===== src/rtl/pc_fetch_ctrl.sv =====
// Program-counter fetch controller: IDLE/RUN/DONE sequencer that steps the
// PC (increment, absolute or relative branch), and keeps saturating cycle and
// retired-instruction counters for the current or last run.
module pc_fetch_ctrl #(
  parameter int PC_WIDTH   = 10,
  parameter int OFF_WIDTH  = 8,
  parameter int START_ADDR = 0,
  parameter int CNT_WIDTH  = 16
) (
  input  logic                 clk,
  input  logic                 rst_n,
  input  logic                 start,
  input  logic                 stall,
  input  logic                 halt_req,
  input  logic                 branch_en,
  input  logic                 branch_rel,
  input  logic [PC_WIDTH-1:0]  branch_target,
  input  logic [OFF_WIDTH-1:0] branch_offset,
  output logic [PC_WIDTH-1:0]  pc,
  output logic                 fetch_en,
  output logic                 busy,
  output logic                 halt,
  output logic [CNT_WIDTH-1:0] cycle_count,
  output logic [CNT_WIDTH-1:0] instr_count
);

  localparam logic [1:0] IDLE = 2'd0;
  localparam logic [1:0] RUN  = 2'd1;
  localparam logic [1:0] DONE = 2'd2;

  localparam logic [PC_WIDTH-1:0] PC_START = PC_WIDTH'(START_ADDR);

  logic [1:0]          state;
  logic [PC_WIDTH-1:0] off_ext;
  logic [PC_WIDTH-1:0] pc_next_run;

  // Sign-extend (or truncate) the relative offset to PC width.
  always_comb begin
    off_ext = PC_WIDTH'($signed(branch_offset));
  end

  // Next PC while running and neither halting nor stalled.
  always_comb begin
    pc_next_run = pc + PC_WIDTH'(1);
    if (branch_en) begin
      pc_next_run = branch_rel ? (pc + off_ext) : branch_target;
    end
  end

  // Run status decoded from the registered state only.
  always_comb begin
    busy     = (state == RUN);
    halt     = (state == DONE);
    fetch_en = busy & ~stall;
  end

  // State, PC and counter registers.
  always_ff @(posedge clk or negedge rst_n) begin
    if (!rst_n) begin
      state       <= IDLE;
      pc          <= PC_START;
      cycle_count <= '0;
      instr_count <= '0;
    end else begin
      case (state)
        IDLE: begin
          if (start) begin
            state       <= RUN;
            pc          <= PC_START;
            cycle_count <= '0;
            instr_count <= '0;
          end
        end
        RUN: begin
          if (cycle_count != '1) begin
            cycle_count <= cycle_count + CNT_WIDTH'(1);
          end
          // A halting instruction retires even when stalled.
          if ((halt_req || !stall) && (instr_count != '1)) begin
            instr_count <= instr_count + CNT_WIDTH'(1);
          end
          if (halt_req) begin
            state <= DONE;
          end else if (!stall) begin
            pc <= pc_next_run;
          end
        end
        DONE: begin
          if (!start) begin
            state <= IDLE;
          end
        end
        default: begin
          state <= IDLE;
        end
      endcase
    end
  end

endmodule


===== config.mk =====
export PLATFORM = sky130hd
export DESIGN_NAME = pc_fetch_ctrl
export DESIGN_NICKNAME = d
export VERILOG_FILES = /design/src/rtl/pc_fetch_ctrl.sv
export SDC_FILE = /design/constraint.sdc
export NUM_CORES = 1
export LEC_CHECK = 0
export BUFFER_PORTS_ARGS = -buffer_cell sky130_fd_sc_hd__buf_2
export CORE_MARGIN = 2
export CORE_UTILIZATION = 45
export DETAILED_ROUTE_END_ITERATION = 8
export PLACE_DENSITY_LB_ADDON = 0.25
export SETUP_SLACK_MARGIN = 0.2
export SLEW_MARGIN = 20
export SYNTH_ARGS = -nofsm -noshare
export SYNTH_HDL_FRONTEND = slang
export SYNTH_SLANG_ARGS = --single-unit
export TNS_END_PERCENT = 10

===== constraint.sdc =====
create_clock -name clk -period 2.5 [get_ports clk]
set_input_delay 0.5 -clock clk [delete_from_list [all_inputs] [get_ports clk]]
set_output_delay 0.5 -clock clk [all_outputs]
set_load 0.005 [all_outputs]

# == Word-level counts from Yosys, hierarchy flattened ==
# Cells that the tools add are included.
# word_totals
wordCells,45
regBits,44
mem_bits_rw,0
mem_count,0
output_inout_bits,45
mem_bits_ro,0
input_bits,25
latchBits,0
# op_classes
n_mul,0
shifts,0
n_div,0
bitwise_logic,2
n_eq_ne,11
add_sub_neg,4
magnitude_cmp,0
muxes,15
n_reduce_logical,9
# op_table
operator,n
one-hot mux 16 bit (2 select lines),2
2-to-1 mux 10 bit,5
2-to-1 mux 16 bit,3
"adder 16 x 1 -> 16 bit, second input constant",2
"!= test 16 bit, second input constant",2
one-hot mux 10 bit (2 select lines),1
"adder 10 x 1 -> 10 bit, second input constant",1
adder 10 bit,1
"!= test 2 bit, second input constant",5
AND reduction 3 bit,3
2-to-1 mux 2 bit,3
one-hot mux 2 bit (3 select lines),1
"!= test 2 x 1 -> 1 bit, second input constant",2
AND reduction 4 bit,1
"equality test 2 x 1 -> 1 bit, second input constant",1
"equality test 2 bit, second input constant",1
logical NOT 2 bit,1
nonzero test 2 bit,1
AND 1 bit,1
logical AND 1 bit,1
logical NOT 1 bit,1
logical OR 1 bit,1
inverter 1 bit,1

# == Depth between registers and ports, before layout ==
# depth
ltp_word,6
ltp_mapped,9

# == Worst setup path before layout ==
# OpenSTA, ideal clock, no wires.
# synth_timing
path_kind,input to register
startpoint,in branch_offset[0]
endpoint,reg pc[8]
stages,9
arrival_ns,2.239
path_buffers,0
setup_time_ns,0.064
path_slack_ns,0.197
cell_sequence,ha_1 > inv_1 > fa_1 > nand2b_1 > a211oi_1 > nor3_1 > o31a_1 > a221oi_1 > a21o_1
# synth_via
elab_chain_len,6
# synth_rtl
item,line_no,text
from (decl),18,"input logic [OFF_WIDTH-1:0] branch_offset,"
adder 10 bit,46,pc_next_run = branch_rel ? (pc + off_ext) : branch_target;
2-to-1 mux 10 bit,46,
2-to-1 mux 10 bit,45,if (branch_en) begin
2-to-1 mux 10 bit,84,end else if (!stall) begin
2-to-1 mux 10 bit,82,if (halt_req) begin
one-hot mux 10 bit (2 select lines),65,case (state)
to (signal assigned),85,pc <= pc_next_run;
to (decl),19,"output logic [PC_WIDTH-1:0] pc,"
# No other way between the ends. The select of a mux whose other input is x is not followed.
# A chain may end at the register's enable or synchronous reset.

# == Worst setup path after layout ==
# layout_timing
startpoint,reg pc[1]
endpoint,reg pc[9]
# layout_via
elab_chain_len,6
elab_cells_between_ends,7
classes_between,add/sub: 2; mux: 5
# layout_rtl
item,line_no
adder 10 bit,46
2-to-1 mux 10 bit,46
2-to-1 mux 10 bit (*),45
2-to-1 mux 10 bit (*),84
2-to-1 mux 10 bit (*),82
one-hot mux 10 bit (2 select lines) (*),65
# Mark *: on every way between the ends. The rest lies on a longest branch, timed or not. The select of a mux whose other input is x is not followed.

==> impl_metrics.yaml <==
finish:
  drive_gt1_share_pct: 26.0
  final_common_cell: "buf_2"
  layout.nets: 445
  syn2layout_area_growth_pct: 22.3
  multiInputGateArea_um2: 1700
  layout_common_cells: "buf_2 (69), dfrtp_1 (44), nor2_1 (42)"
  nFillCells: 596
  stdcell_area_um2: 3520
  n_antenna_cell: 0
  seq_area_um2: 1100
sta:
  tightest_slew_ns: 0.613
  tns_ns: 0
  rsz0062_at_grt: "true"
  fin_crit_sh_pct: 91.5
  slew_violations: 0
  post-route-min-period_ns: 2.29
  max_freq_mhz: 437
  finalSetupViolations: 0
  clock_skew_ns: 0.00783
  worst_slack_ns: 0.212
  finalHoldViolations: 0
  slew-limit-headroom_pct: 59.1
synthesis:
  syn-num-nets: 365
  synth_warnings: 0
  postSynthCellCount: 327
  synth_edf_count: 0
  synth_ff_type: "dfrtp_1"
  seq_area_frac_synth_pct: 38.3
  synthDistinctLibCells: 49
  synthArstFlopShare_pct: 100
  ys_ff_latch: 44
  syn_avg_cell_area_um2: 8.80
  synth_area_um2: 2880
outcome:
  outcome: "complete, no violations"
worst_setup_path:
  timing.rr.end: "pc[9]"
  critPathMaxStageDelay_ns: 0.51
  timing.critical_path.from: "pc[1]"
  r2r_slack_ns: 0.21
  endpoint_kind: "flip-flop"
  cp-endpoint: "pc[9]"
  reg2reg_depth: 7
  worst_setup_path_start_kind: "flip-flop"
  crit_slowest_cell: "or4_4"
  crit_path_max_fanout: 4
  reg2reg_from: "pc[1]"
  crit_type: "flip-flop to flip-flop"
  path_cells: "ha_1, a211oi_2, o211ai_1, and4b_1, or4_4, o21ba_1, o22ai_1"
  crit_arrival_ns: 2.51
  crit_required_ns: 2.72
power:
  power.density_nw_per_um2: 718
  vdd_ir_drop_max_uv: 423
  p_leak_nw: 1.74
global_routing:
  grt_max_degree: 20
  grt-ovfl-total: 0
  grtUsageTotal_pct: 20.1
  antenna_found_initial: 0
  grt_pass1_vias: 2466
  grt_pass1_wl_mm: 11.5
floorplanning:
  die_width_um: 84.0
  start_util_pct: 45.8
  rows: 29
  core-area_um2: 6280
  dieArea_um2: 7050
  die_h_um: 84.0
  ios: 70
place:
  gp_congestion: 0.831
  pre_cts_slack_ns: 0.00285
  place_hpwl_mm: 5.33
  place_area_um2: 3380
  io_buffers: 69
drt:
  firstDrtPassIters: 4
  remaining_drc_errors: 0
  vias: 2665
  via_per_inst: 5.49
  wire_per_inst_um: 14.3
  drt_iter0_drc: 121
  drtAntennaViolNets: 0
  wl_mm: 6.94
hold_path:
  hp-class: "primary input to async pin"
clocking:
  cts.clk_slew.worst_paths_ns: 0.09
  clock_latency_ns: 0.30
  cts_htree_levels: 2
  cts_buffers: 5
  clock_tree.root_cell: "clkbuf_8"
  cts_sinks: 44
  cts_tree: "built"
  cts_buffer_depth: 2
  cts_hold_buf: 0
flow_run:
  maxCapViolations: 0
[where the power goes]
part / total [mW] / internal (mW) / switching (mW)
Combinational: 1.01 / 0.447 / 0.563
Clock: 0.584 / 0.327 / 0.257
Sequential: 0.931 / 0.813 / 0.118
[routing by layer]
metal	share of wire, %	GRT usage, %	vias up
met2	48	33.3	61
li1	-	-	1324
met5	0	0	-
met1	48	27.1	1273
met4	0.96	5.13	0
met3	3.8	3.66	7
[flip-flops by register name, indices dropped and copies added (netlist names)]
register     count
state            2
instr_count     16
pc              10
cycle_count     16
[synthesized netlist by cell type, drive strengths merged, types with 6 or more instances]
cell type,count,area [um2]
xor2,19,166
o21ai,23,115
inv,12,45.0
nand2,28,105
nand3,17,85.1
a21oi,16,83.8
xnor2,12,105
ha,12,150
nor2b,6,37.5
and3,8,50.1
nand4,7,43.8
nor2,42,158
clkbuf,7,26.3
dfrtp,44,1100
[per-stage QoR]
step | hold slack [ns] | utilization (%) | power, mW | instances
final | 0.121 | 56.0 | 2.52 | 485
after global placement | 0.463 | 53.9 | 1.92 | 476
after global routing | 0.141 | 56.0 | 2.71 | 485
after CTS | 0.135 | 56.0 | 2.53 | 485
after detailed placement | 0.466 | 53.9 | 1.94 | 476
after floorplan | 0.204 | - | 1.57 | 327
[area by class of cell]
cell class	count	share of cell area [%]
well taps	77	2.74
repair buffers	83	12.8
clock inverters	2	1.10
flip-flops and latches	44	31.3
multi-input cells	261	48.4
clock buffers	6	2.35
inverters	12	1.28
[critical path: cells and delay by family (launching register included)]
| kind | cells | cell delay (ns) |
|---|---|---|
| AOI/OAI and AO/OA | 4 | 0.75 |
| adders and majority gates | 1 | 0.32 |
| DFF | 1 | 0.42 |
| and+or+nand+nor | 2 | 0.71 |
[cell families after synthesis]
kind of cell             Yosys count  share of synthesized area [%]
multiplexers                       8                           2.96
buffers and inverters             22                           3.00
flip-flops                        44                           38.3
AO/OA/AOI/OAI                     72                           16.7
XOR/XNOR                          31                           9.44
adder cells (fa/ha/maj)           13                           5.92
AND/OR/NAND/NOR                  137                           23.7
[how the worst min path moves through the flow]
| stage | to | depth (start not counted) | slack (ns) | from |
|---|---|---|---|---|
| 2_1_floorplan | cycle_count[0] | 0 | 0.20 | rst_n |
| 3_3_place_gp | cycle_count[12] | 1 | 0.46 | rst_n |
| 3_5_place_dp | cycle_count[10] | 1 | 0.47 | rst_n |
| 4_1_cts | cycle_count[8] | 1 | 0.14 | rst_n |
| 5_1_grt | cycle_count[8] | 1 | 0.14 | rst_n |
| 6_report | cycle_count[8] | 1 | 0.12 | rst_n |
[timing repair]
action                     in CTS  in global routing
setup endpoints to repair       1                 12
cloned                          0                  0
gates resized for setup         0                  1
buffers inserted                1                  0
(Power assumes the default switching activity.)
